[src/rtl/cnnip_mem_master.sv]
// cnnip_mem_master: initiator of the cnnip_mem_if word protocol. Splits one burst command
//   (base byte address, word count, read/write) into single-word en/we accesses to a memory slave.
// Latency: one cycle from command accept to the first access; writes run one per cycle; reads run
//   one per L+1 cycles for slave latency L; done pulses the cycle after the last write or read push.
// Backpressure: cmd_ready only in IDLE; writes wait on wr_valid; read issue stalls while the read
//   FIFO is full; the FIFO drains on rd_valid&rd_ready in any state.
// Ports: clk_a/arst_aq clock and async active-high reset; cmd_* burst command (valid/ready);
//   wr_* write words in (valid/ready); rd_* read words out of the FIFO (valid/ready, rd_last
//   tags the final word of a command); mem_* single-word slave port; busy/done/err_timeout status.
module cnnip_mem_master #(
  parameter int unsigned ADDR_WIDTH     = 12,
  parameter int unsigned LEN_WIDTH      = 11,
  parameter int unsigned RD_FIFO_DEPTH  = 4,
  parameter int unsigned TIMEOUT_CYCLES = 15
) (
  input  logic                  clk_a,
  input  logic                  arst_aq,
  input  logic                  cmd_valid,
  output logic                  cmd_ready,
  input  logic                  cmd_write,
  input  logic [ADDR_WIDTH-1:0] cmd_addr,
  input  logic [LEN_WIDTH-1:0]  cmd_len,
  input  logic                  wr_valid,
  output logic                  wr_ready,
  input  logic [31:0]           wr_data,
  output logic                  rd_valid,
  input  logic                  rd_ready,
  output logic [31:0]           rd_data,
  output logic                  rd_last,
  output logic                  mem_en,
  output logic                  mem_we,
  output logic [ADDR_WIDTH-1:0] mem_addr,
  output logic [31:0]           mem_din,
  input  logic [31:0]           mem_dout,
  input  logic                  mem_valid,
  output logic                  busy,
  output logic                  done,
  output logic                  err_timeout
);

  localparam int unsigned PTR_W = $clog2(RD_FIFO_DEPTH);
  localparam int unsigned CNT_W = $clog2(RD_FIFO_DEPTH + 1);
  localparam int unsigned TO_W  = $clog2(TIMEOUT_CYCLES + 1);

  typedef enum logic [2:0] {
    ST_IDLE,
    ST_RD_ISSUE,
    ST_RD_WAIT,
    ST_WR,
    ST_DONE
  } state_e;

  typedef struct packed {
    logic        last;
    logic [31:0] data;
  } rd_entry_t;

  state_e                state_q, state_d;
  logic [ADDR_WIDTH-1:0] addr_q, addr_d;
  logic [LEN_WIDTH-1:0]  rem_q, rem_d;
  logic                  err_q, err_d;
  logic [TO_W-1:0]       wait_q, wait_d;

  rd_entry_t             fifo_q [RD_FIFO_DEPTH];
  rd_entry_t             fifo_d [RD_FIFO_DEPTH];
  logic [PTR_W-1:0]      wr_ptr_q, wr_ptr_d;
  logic [PTR_W-1:0]      rd_ptr_q, rd_ptr_d;
  logic [CNT_W-1:0]      cnt_q, cnt_d;

  logic                  push;
  logic                  pop;
  rd_entry_t             push_entry;
  rd_entry_t             head;

  // The slave only ever sees word-aligned addresses; the low bits are dropped.
  logic                  unused_addr_lsb;
  assign unused_addr_lsb = ^cmd_addr[1:0];

  // ---------------------------------------------------------------------------
  // Control FSM: next state, datapath updates and per-cycle outputs
  // ---------------------------------------------------------------------------
  always_comb begin
    state_d    = state_q;
    addr_d     = addr_q;
    rem_d      = rem_q;
    err_d      = err_q;
    wait_d     = wait_q;
    push       = 1'b0;
    push_entry = '0;
    cmd_ready  = 1'b0;
    wr_ready   = 1'b0;
    mem_en     = 1'b0;
    mem_we     = 1'b0;
    mem_din    = '0;
    done       = 1'b0;

    unique case (state_q)
      ST_IDLE: begin
        cmd_ready = 1'b1;
        if (cmd_valid) begin
          // A new command always starts with a clean error flag.
          err_d  = 1'b0;
          addr_d = {cmd_addr[ADDR_WIDTH-1:2], 2'b00};
          rem_d  = cmd_len;
          if (cmd_len == '0) begin
            state_d = ST_DONE;
          end else if (cmd_write) begin
            state_d = ST_WR;
          end else begin
            state_d = ST_RD_ISSUE;
          end
        end
      end

      ST_RD_ISSUE: begin
        // Only issue when the returning word is guaranteed a FIFO slot.
        if (cnt_q < CNT_W'(RD_FIFO_DEPTH)) begin
          mem_en  = 1'b1;
          wait_d  = '0;
          state_d = ST_RD_WAIT;
        end
      end

      ST_RD_WAIT: begin
        // mem_addr stays on addr_q: the slave may re-sample it while it works.
        if (mem_valid) begin
          push            = 1'b1;
          push_entry.last = (rem_q == LEN_WIDTH'(1));
          push_entry.data = mem_dout;
          addr_d          = addr_q + ADDR_WIDTH'(4);
          rem_d           = rem_q - LEN_WIDTH'(1);
          state_d         = (rem_q == LEN_WIDTH'(1)) ? ST_DONE : ST_RD_ISSUE;
        end else if (wait_q == TO_W'(TIMEOUT_CYCLES - 1)) begin
          // This is the last wait cycle the slave is allowed; abandon the burst.
          err_d   = 1'b1;
          rem_d   = '0;
          state_d = ST_DONE;
        end else begin
          wait_d = wait_q + TO_W'(1);
        end
      end

      ST_WR: begin
        wr_ready = 1'b1;
        if (wr_valid) begin
          mem_en  = 1'b1;
          mem_we  = 1'b1;
          mem_din = wr_data;
          addr_d  = addr_q + ADDR_WIDTH'(4);
          rem_d   = rem_q - LEN_WIDTH'(1);
          if (rem_q == LEN_WIDTH'(1)) begin
            state_d = ST_DONE;
          end
        end
      end

      ST_DONE: begin
        done    = 1'b1;
        state_d = ST_IDLE;
      end

      default: begin
        state_d = ST_IDLE;
      end
    endcase
  end

  // ---------------------------------------------------------------------------
  // Read-data FIFO (circular buffer, power-of-two depth so pointers wrap freely)
  // ---------------------------------------------------------------------------
  assign rd_valid = (cnt_q != '0);
  assign pop      = rd_valid & rd_ready;
  assign head     = fifo_q[rd_ptr_q];
  assign rd_data  = rd_valid ? head.data : '0;
  assign rd_last  = rd_valid & head.last;

  always_comb begin
    fifo_d   = fifo_q;
    wr_ptr_d = wr_ptr_q;
    rd_ptr_d = rd_ptr_q;
    cnt_d    = cnt_q;
    if (push) begin
      fifo_d[wr_ptr_q] = push_entry;
      wr_ptr_d         = wr_ptr_q + PTR_W'(1);
    end
    if (pop) begin
      rd_ptr_d = rd_ptr_q + PTR_W'(1);
    end
    if (push && !pop) begin
      cnt_d = cnt_q + CNT_W'(1);
    end else if (!push && pop) begin
      cnt_d = cnt_q - CNT_W'(1);
    end
  end

  // ---------------------------------------------------------------------------
  // State registers
  // ---------------------------------------------------------------------------
  always_ff @(posedge clk_a or posedge arst_aq) begin
    if (arst_aq) begin
      state_q  <= ST_IDLE;
      addr_q   <= '0;
      rem_q    <= '0;
      err_q    <= 1'b0;
      wait_q   <= '0;
      wr_ptr_q <= '0;
      rd_ptr_q <= '0;
      cnt_q    <= '0;
      for (int i = 0; i < RD_FIFO_DEPTH; i++) begin
        fifo_q[i] <= '0;
      end
    end else begin
      state_q  <= state_d;
      addr_q   <= addr_d;
      rem_q    <= rem_d;
      err_q    <= err_d;
      wait_q   <= wait_d;
      wr_ptr_q <= wr_ptr_d;
      rd_ptr_q <= rd_ptr_d;
      cnt_q    <= cnt_d;
      fifo_q   <= fifo_d;
    end
  end

  assign mem_addr    = addr_q;
  assign busy        = (state_q != ST_IDLE);
  assign err_timeout = err_q;

endmodule

[config.mk]
export PLATFORM = sky130hd
export DESIGN_NAME = cnnip_mem_master
export DESIGN_NICKNAME = d
export VERILOG_FILES = /design/src/rtl/cnnip_mem_master.sv
export SDC_FILE = /design/constraint.sdc
export NUM_CORES = 1
export LEC_CHECK = 0
export CAP_MARGIN = 20
export CELL_PAD_IN_SITES_DETAIL_PLACEMENT = 1
export CELL_PAD_IN_SITES_GLOBAL_PLACEMENT = 2
export CORE_MARGIN = 10
export CORE_UTILIZATION = 37
export CTS_CLUSTER_SIZE = 8
export DETAILED_ROUTE_END_ITERATION = 16
export PLACE_DENSITY = 0.92
export SLEW_MARGIN = 0
export SYNTH_ARGS = -nofsm -noshare
export SYNTH_HDL_FRONTEND = slang
export SYNTH_SLANG_ARGS = --single-unit
[constraint.sdc]
create_clock -name clk_a -period 16.3 [get_ports clk_a]
set_input_delay 3.26 -clock clk_a [delete_from_list [all_inputs] [get_ports clk_a]]
set_output_delay 3.26 -clock clk_a [all_outputs]
set_load 0.005 [all_outputs]
After elaboration in Yosys (flattened, before gate mapping)
Cells that the tools add are included.
{ "totals": {"input_bits": 94, "out_inout_bits": 85, "register_bits": 170, "elab_cells": 113} }
{ "op_classes": {"add_sub_neg": 7, "magnitude_cmp": 4, "n_bitwise": 4, "reduce_logical": 18, "mux": 49, "n_eq_ne": 15} }
{ "op_table": {"columns": ["op", "n"], "rows": [
  ["33-bit 2-to-1 mux", 5],
  ["132-bit bitwise mux", 1],
  ["32-bit 2-to-1 mux", 3],
  ["33-bit binary-select mux with 2-bit select", 1],
  ["33-bit demux with 2-bit select", 1],
  ["11-bit 2-to-1 mux", 4],
  ["12-bit 2-to-1 mux", 3],
  ["12-bit one-hot mux with 3 select lines", 1],
  ["11-bit one-hot mux with 3 select lines", 1],
  ["3-bit 2-to-1 mux", 10],
  ["2-bit inequality test (second input constant)", 8],
  ["4-bit AND reduction", 4],
  ["12-bit by 3-bit adder with 12-bit output (second input constant)", 1],
  ["4-bit 2-to-1 mux", 3],
  ["3-bit one-hot mux with 4 select lines", 1],
  ["11-bit by 1-bit == test with 1-bit output (second input constant)", 1],
  ["11-bit logical NOT", 1],
  ["1-bit 2-to-1 mux", 11],
  ["11-bit by 1-bit subtractor with 11-bit output (second input constant)", 1],
  ["3-bit nonzero test", 3],
  ["4-bit one-hot mux with 2 select lines", 1],
  ["3-bit by 2-bit == test with 1-bit output (second input constant)", 2],
  ["3-bit greater-or-equal comparator (second input constant)", 2],
  ["2-bit NOT with 3-bit output", 2],
  ["other kinds (18)", 26]
]} }

Depth between registers and ports, before layout
Gate-level depths: netlist of run 1.
{ "logic_depth": {"ltp_word": 6, "mapped_depth": 9, "ltp_nobuf": 8} }

Least setup slack after synthesis of run 1
No wires, ideal clock.
{ "synth_path": {"path_type": "input-to-output", "from": "input port mem_valid", "to": "output port mem_en", "path_slack_ns": 8.770, "n_path_buf": 1, "stages": 5, "required_ns": 13.040, "arrival_time_ns": 4.270, "path_cell_list": "nor3b_1 -> a22oi_1 -> or2_2 -> clkbuf_1 -> o21bai_1"} }
{ "synth_lines": {"columns": ["element", "line", "text"], "rows": [
  ["start: declaration", "35", "input logic mem_valid,"],
  ["end: declaration", "30", "output logic mem_en,"]
]} }

==> flow_summary_export.csv, run 1 <==
group,metric,value,unit
critical_path,cp-startpoint,"mem_valid",
synthesis,synth_ff_type,"dfrtp_1",
critical_path,crit_required,13.04,ns
clocking,cts_resized,0,
finish,area_growth,30.2,%
die,die_h,171,um
grt,grt_pass1_vias,6708,
synthesis,synth-edff-count,0,
power,power_frac_comb,44.2,%
clocking,tritoncts,"yes",
hold_path,worst_hold_path_type,"reg2reg",
synthesis,avgSynthCellArea,12.6,um^2
finish,layout-drive-gt1-share,25.4,%
synthesis,netlist-cell-type-count,50,
synthesis,syn_area,8400,um^2
clocking,cts_sinks,168,
sta,slew_headroom,28.8,%
sta,finalSetupViolations,0,
synthesis,synth-seq-area-share,50.1,%
finish,nets,928,
critical_path,r2r_start,"state_q[2]",
grt,grt_use_total,16.0,%
power,p_leak,4.63,nW
clocking,insertion_delay,0.42,ns
synthesis,synth-async-reset-ratio,100,%
power,p_int,1.43,mW
die,fp.coreArea,22500,um^2
critical_path,crit_top_cell,"clkdlybuf4s50_1",
sta,finalWorstSetupSlack,7.65,ns
routing,avgRoutedWirePerCell,20.3,um
grt,grt_pass1_wl,37.1,mm
critical_path,rr_endpoint,"fifo_q[103]",
critical_path,crit_type,"in2out",
die,core.rowCount,55,
power,power.total,2.14,mW
placed_design,place_hpwl,15.1,mm
clocking,clk_pin_slew,0.07,ns
grt,gr-total-overflow,0,
die,io_pins,179,
synthesis,ys_top_cells_by_count,"dfrtp_1 (168), mux2_2 (130), and2_1 (68)",
finish,final_area,10900,um^2
routing,drt_iter0_drc,295,
critical_path,r2r.worst_path.cells,5,
run_status,status,"completed",
hold_path,worstHoldStart,"wait_q[3]",
placed_design,place_ws,7.64,ns
die,die_x,171,um
power,switching_share,33.0,%
sta,slew_violations,0,
clocking,htree_levels,4,
clocking,cts_max_path_buffers,2,
clocking,holdBufCountCts,0,
power,seqPwrFrac,35.9,%
die,initial_utilization,37.3,%
sta,setup_tns,0,ns
routing,ant_nets,0,
routing,vias,5905,
sta,finalClockSkew,0.00905,ns
critical_path,crit_end,"mem_en",
sta,min_period,8.65,ns
critical_path,cp-end-kind,"primary output",
grt,antenna_found_initial,0,
placed_design,place_area,10300,um^2
placed_design,gp_congestion,0.743,
finish,nFillCells,2331,
power,ir_drop,0.0682,mV
synthesis,yosys-top-cells-area,"dfrtp_1 (50%), mux2_2 (17%), mux4_2 (8.8%), and2_1 (5.1%), nand2_1 (1.7%)",
sta,period_share,53.1,%
routing,routed_wirelength,22.8,mm
critical_path,cp_max_fo,6,
critical_path,startpoint_type,"primary input",
routing,vias_per_cell,5.27,
critical_path,cpMaxStageDelayCell,"clkdlybuf4s50_1",
clocking,cts_root_buffer,"clkbuf_16",
finish,final_cells,1120,
finish,num_antenna_cells,0,
power,p_sw,0.706,mW
synthesis,synth.most_common_cell,"dfrtp_1",
run,max_cap_violations,0,
clocking,numCtsBuffers,17,
synthesis,synth_top_area_share,50.1,%
sta,fmax,116,MHz
grt,grt_max_degree,92,
die,die_area,29100,um^2
routing,drc,0,
critical_path,path_delay_family,"buffers and inverters",
routing,first_pass_iters,4,
synthesis,ys_ff_latch,168,
power,clkPwrFrac,19.9,%
synthesis,yosysTopAreaCell,"dfrtp_1",
critical_path,worstPathArrival,5.39,ns
critical_path,regToRegSetupSlack,13.57,ns
synthesis,synthCells,669,
placed_design,dpl.cell_count,1089,
sta,grt_setup_unrepaired,"no",
placed_design,port_buffers,174,
critical_path,cp_cell_sequence,"clkdlybuf4s50_1, nor3b_1, a22oi_1, or2_2, o21bai_1, clkdlybuf4s50_1",
critical_path,cpPeakStageDelay,0.55,ns
sta,tightest_slew,1.07,ns
critical_path,cp_num_cells,6,
synthesis,yosys_warnings,0,
critical_path,path_buf_inv,2,
sta,hold_viol_final,0,
clocking,postCtsSetupBuffers,0,
power,power_density,195,nW/um^2
final cells by class:
class | instances | area [um^2] | share of cell area [%]
flip-flops and latches | 168 | 4210 | 38.5
inverters | 12 | 50.0 | 0.458
clock buffers | 17 | 425 | 3.89
multi-input cells | 444 | 3920 | 35.9
clock inverters | 14 | 188 | 1.72
well taps | 285 | 357 | 3.26
repair buffers | 180 | 1790 | 16.3
sequential cells by signal, summed over array words and instances, names as in the netlist, 2 cells and up:
register / cells
rem_q: 11
cnt_q: 3
rd_ptr_q: 2
state_q: 3
wait_q: 4
fifo_q: 132
wr_ptr_q: 2
mem_addr: 10
logic make-up after synthesis:
kind of cell,Yosys count,share of synthesized area (%)
simple gates,176,11.7
flops,168,50.1
mux,165,26.5
compound gates,84,6.05
buf+inv,58,3.28
fa+ha+maj,11,1.73
xor+xnor,6,0.626
other cells,1,0.0447
routing by layer:
metal / vias to the layer above / track usage, % / part of all wire (%)
met3: 17 / 7.12 / 9.6
li1: 2698 / - / -
met1: 3003 / 18.8 / 42
met5: - / 0 / 0
met4: 0 / 3.39 / 0.79
met2: 187 / 26.5 / 48
cells in the final DEF (no fill, tap or decap), types with 2 or more instances in the layout:
master	count
clkdlybuf4s50_1	174
dfrtp_1	166
mux2_2	130
and2_1	68
nand2_1	37
mux4_2	33
o21ai_0	27
a21oi_1	27
clkbuf_16	17
nor2_1	16
inv_1	11
nor3_1	10
ha_1	10
nand3_1	9
o2bb2ai_1	8
nor4_1	6
inv_6	6
buf_4	6
xnor2_1	5
nand2_2	4
nor2b_1	4
or3_1	4
a22oi_1	4
nand2b_1	3
o22ai_1	3
nor3b_1	3
bufinv_16	3
inv_8	3
nor3_4	2
mux2i_1	2
a31oi_1	2
o21a_1	2
and4_1	2
nand4_1	2
and3_1	2
o41ai_1	2
conb_1	2
clkinvlp_4	2
dfrtp_2	2
worst min-delay path by stage:
| stage | slack (ns) | cells after the start | endpoint |
|---|---|---|---|
| finish | 0.48 | 1 | wait_q[3] |
| global route | 0.52 | 1 | fifo_q[13] |
| CTS | 0.49 | 1 | wait_q[3] |
| detailed placement | 0.48 | 2 | fifo_q[32] |
| global placement | 0.46 | 2 | fifo_q[32] |
| floorplan | 0.44 | 2 | fifo_q[65] |
power groups by stage:
stage | logic [mW] | clock network (mW) | registers [mW]
after floorplan | 0.645 | 0 | 0.689
after global routing | 1.05 | 0.458 | 0.798
after CTS | 0.964 | 0.437 | 0.770
after detailed placement | 0.956 | 0 | 0.774
final | 0.945 | 0.424 | 0.768
after global placement | 0.932 | 0 | 0.760
per-stage QoR:
stage / hold WS, ns / utilization [%]
3_5_place_dp: 0.478 / 45.9
5_1_grt: 0.515 / 48.6
3_3_place_gp: 0.459 / 45.9
6_report: 0.484 / 48.6
4_1_cts: 0.490 / 48.6
2_1_floorplan: 0.445 / -
Power figures use the tool's default switching activity.
==> inputs of run 2 (changes only) <==
- CORE_UTILIZATION: 37 -> 34
- PLACE_DENSITY: 0.92 -> 0.86
- clock period: 16.3 -> 8.25 ns (I/O delays scaled with it)
==> flow_summary_export.csv, run 2 (same netlist as run 1, synthesis figures left out) <==
group,metric,value,unit
grt,gr-total-overflow,0,
critical_path,cp-end-kind,"primary output",
sta,period_share,66.6,%
critical_path,cp_max_fo,6,
die,die_area,31400,um^2
die,io_pins,179,
routing,ant_nets,0,
run,max_cap_violations,0,
hold_path,worst_hold_path_type,"reg2reg",
clocking,postCtsSetupBuffers,0,
finish,layout_commonest_cell,"clkdlybuf4s50_1",
grt,grt_use_total,14.2,%
grt,grt_max_degree,102,
sta,slew_headroom,31.0,%
sta,setup_tns,0,ns
finish,final_cell_mix,"clkdlybuf4s50_1 (174), dfrtp_1 (166), mux2_2 (130)",
grt,grt_pass1_wl,35.7,mm
clocking,holdBufCountCts,0,
placed_design,gp_congestion,0.704,
placed_design,dpl.cell_count,1128,
power,power_density,380,nW/um^2
clocking,cts_max_path_buffers,2,
critical_path,crit_required,6.60,ns
finish,final_cells,1160,
critical_path,worstPathArrival,3.85,ns
die,fp.coreArea,24300,um^2
clocking,insertion_delay,0.42,ns
power,p_leak,4.63,nW
clocking,numCtsBuffers,17,
routing,vias_per_cell,5.06,
clocking,cts_resized,0,
finish,largest_reg_flops,132,
routing,first_pass_iters,5,
routing,drc,0,
die,die_h,177,um
grt,grt_pass1_vias,6586,
finish,final_area,11000,um^2
sta,finalSetupViolations,0,
finish,layout-drive-gt1-share,25.5,%
routing,routed_wirelength,21.9,mm
routing,avgRoutedWirePerCell,18.9,um
die,core.rowCount,57,
sta,tightest_slew,1.03,ns
placed_design,place_area,10400,um^2
finish,nFillCells,2544,
clocking,cts_root_buffer,"clkbuf_16",
clocking,tritoncts,"yes",
sta,grt_setup_unrepaired,"no",
clocking,clk_pin_slew,0.07,ns
routing,vias,5875,
clocking,htree_levels,4,
die,die_x,177,um
finish,largest_register,"fifo_q",
run_status,status,"completed",
sta,min_period,5.50,ns
placed_design,place_hpwl,14.8,mm
finish,area_growth,30.7,%
critical_path,crit_type,"in2out",
finish,nets,928,
finish,num_antenna_cells,0,
power,ir_drop,0.192,mV
sta,slew_violations,0,
clocking,cts_sinks,168,
critical_path,startpoint_type,"primary input",
sta,finalClockSkew,0.0119,ns
grt,antenna_found_initial,0,
routing,drt_iter0_drc,352,
placed_design,port_buffers,174,
sta,fmax,182,MHz
sta,hold_viol_final,0,
die,initial_utilization,34.5,%
==> run 2: critical path, stage by stage <==
cell and delay (ns):
clkdlybuf4s50_1 0.56, nor3b_1 0.39, a22oi_1 0.18, or2_2 0.37, o21bai_1 0.16, clkdlybuf4s50_1 0.54
==> run 2: power breakdown <==
part | switching (mW) | internal [mW] | leakage (nW)
Sequential | 0.301 | 1.20 | 2.11
Clock | 0.371 | 0.436 | 0.298
Combinational | 0.722 | 1.14 | 2.23
Total | 1.39 | 2.78 | 4.63
==> run 2: final timing paths <==
kind | startpoint | to | slack, ns | cells after the start
max in group asynchronous | arst_aq | rd_ptr_q[0] | 4.99 | 3
min in group asynchronous | arst_aq | fifo_q[91] | 1.83 | 2
hold reg to reg | fifo_q[131] | fifo_q[131] | 0.48 | 2
hold / removal | fifo_q[131] | fifo_q[131] | 0.48 | 2
setup / recovery | mem_valid | mem_en | 2.75 | 6
setup reg to reg | state_q[2] | fifo_q[73] | 5.48 | 5
==> run 2: layer usage <==
| metal | share of wire, % | wire length [um] | GRT usage, % |
|---|---|---|---|
| met1 | 43 | 9510 | 16.9 |
| met2 | 48 | 10400 | 23.4 |
| met3 | 8.5 | 1860 | 6.25 |
| met4 | 0.64 | 141 | 2.70 |
| met5 | 0 | 0 | 0 |
==> run 2: layout make-up <==
class	instances	area (um^2)	share of cell area, %
clock buffer	17	425	3.88
timing repair buffer	180	1790	16.3
multi-input combinational	444	3920	35.7
clock inverter	15	176	1.61
sequential	168	4210	38.3
inverter	12	50.0	0.456
tap	324	405	3.69
==> run 2: through the flow <==
| step | setup slack (ns) | power [mW] | hold slack [ns] | util, % |
|---|---|---|---|---|
| 5_1_grt | 2.65 | 4.50 | 0.512 | 45.1 |
| 2_1_floorplan | 2.05 | 2.64 | 0.445 | - |
| 3_3_place_gp | 2.81 | 3.35 | 0.462 | 42.6 |
| 3_5_place_dp | 2.79 | 3.42 | 0.471 | 42.6 |
| 6_report | 2.75 | 4.17 | 0.480 | 45.1 |
| 4_1_cts | 2.77 | 4.25 | 0.486 | 45.1 |
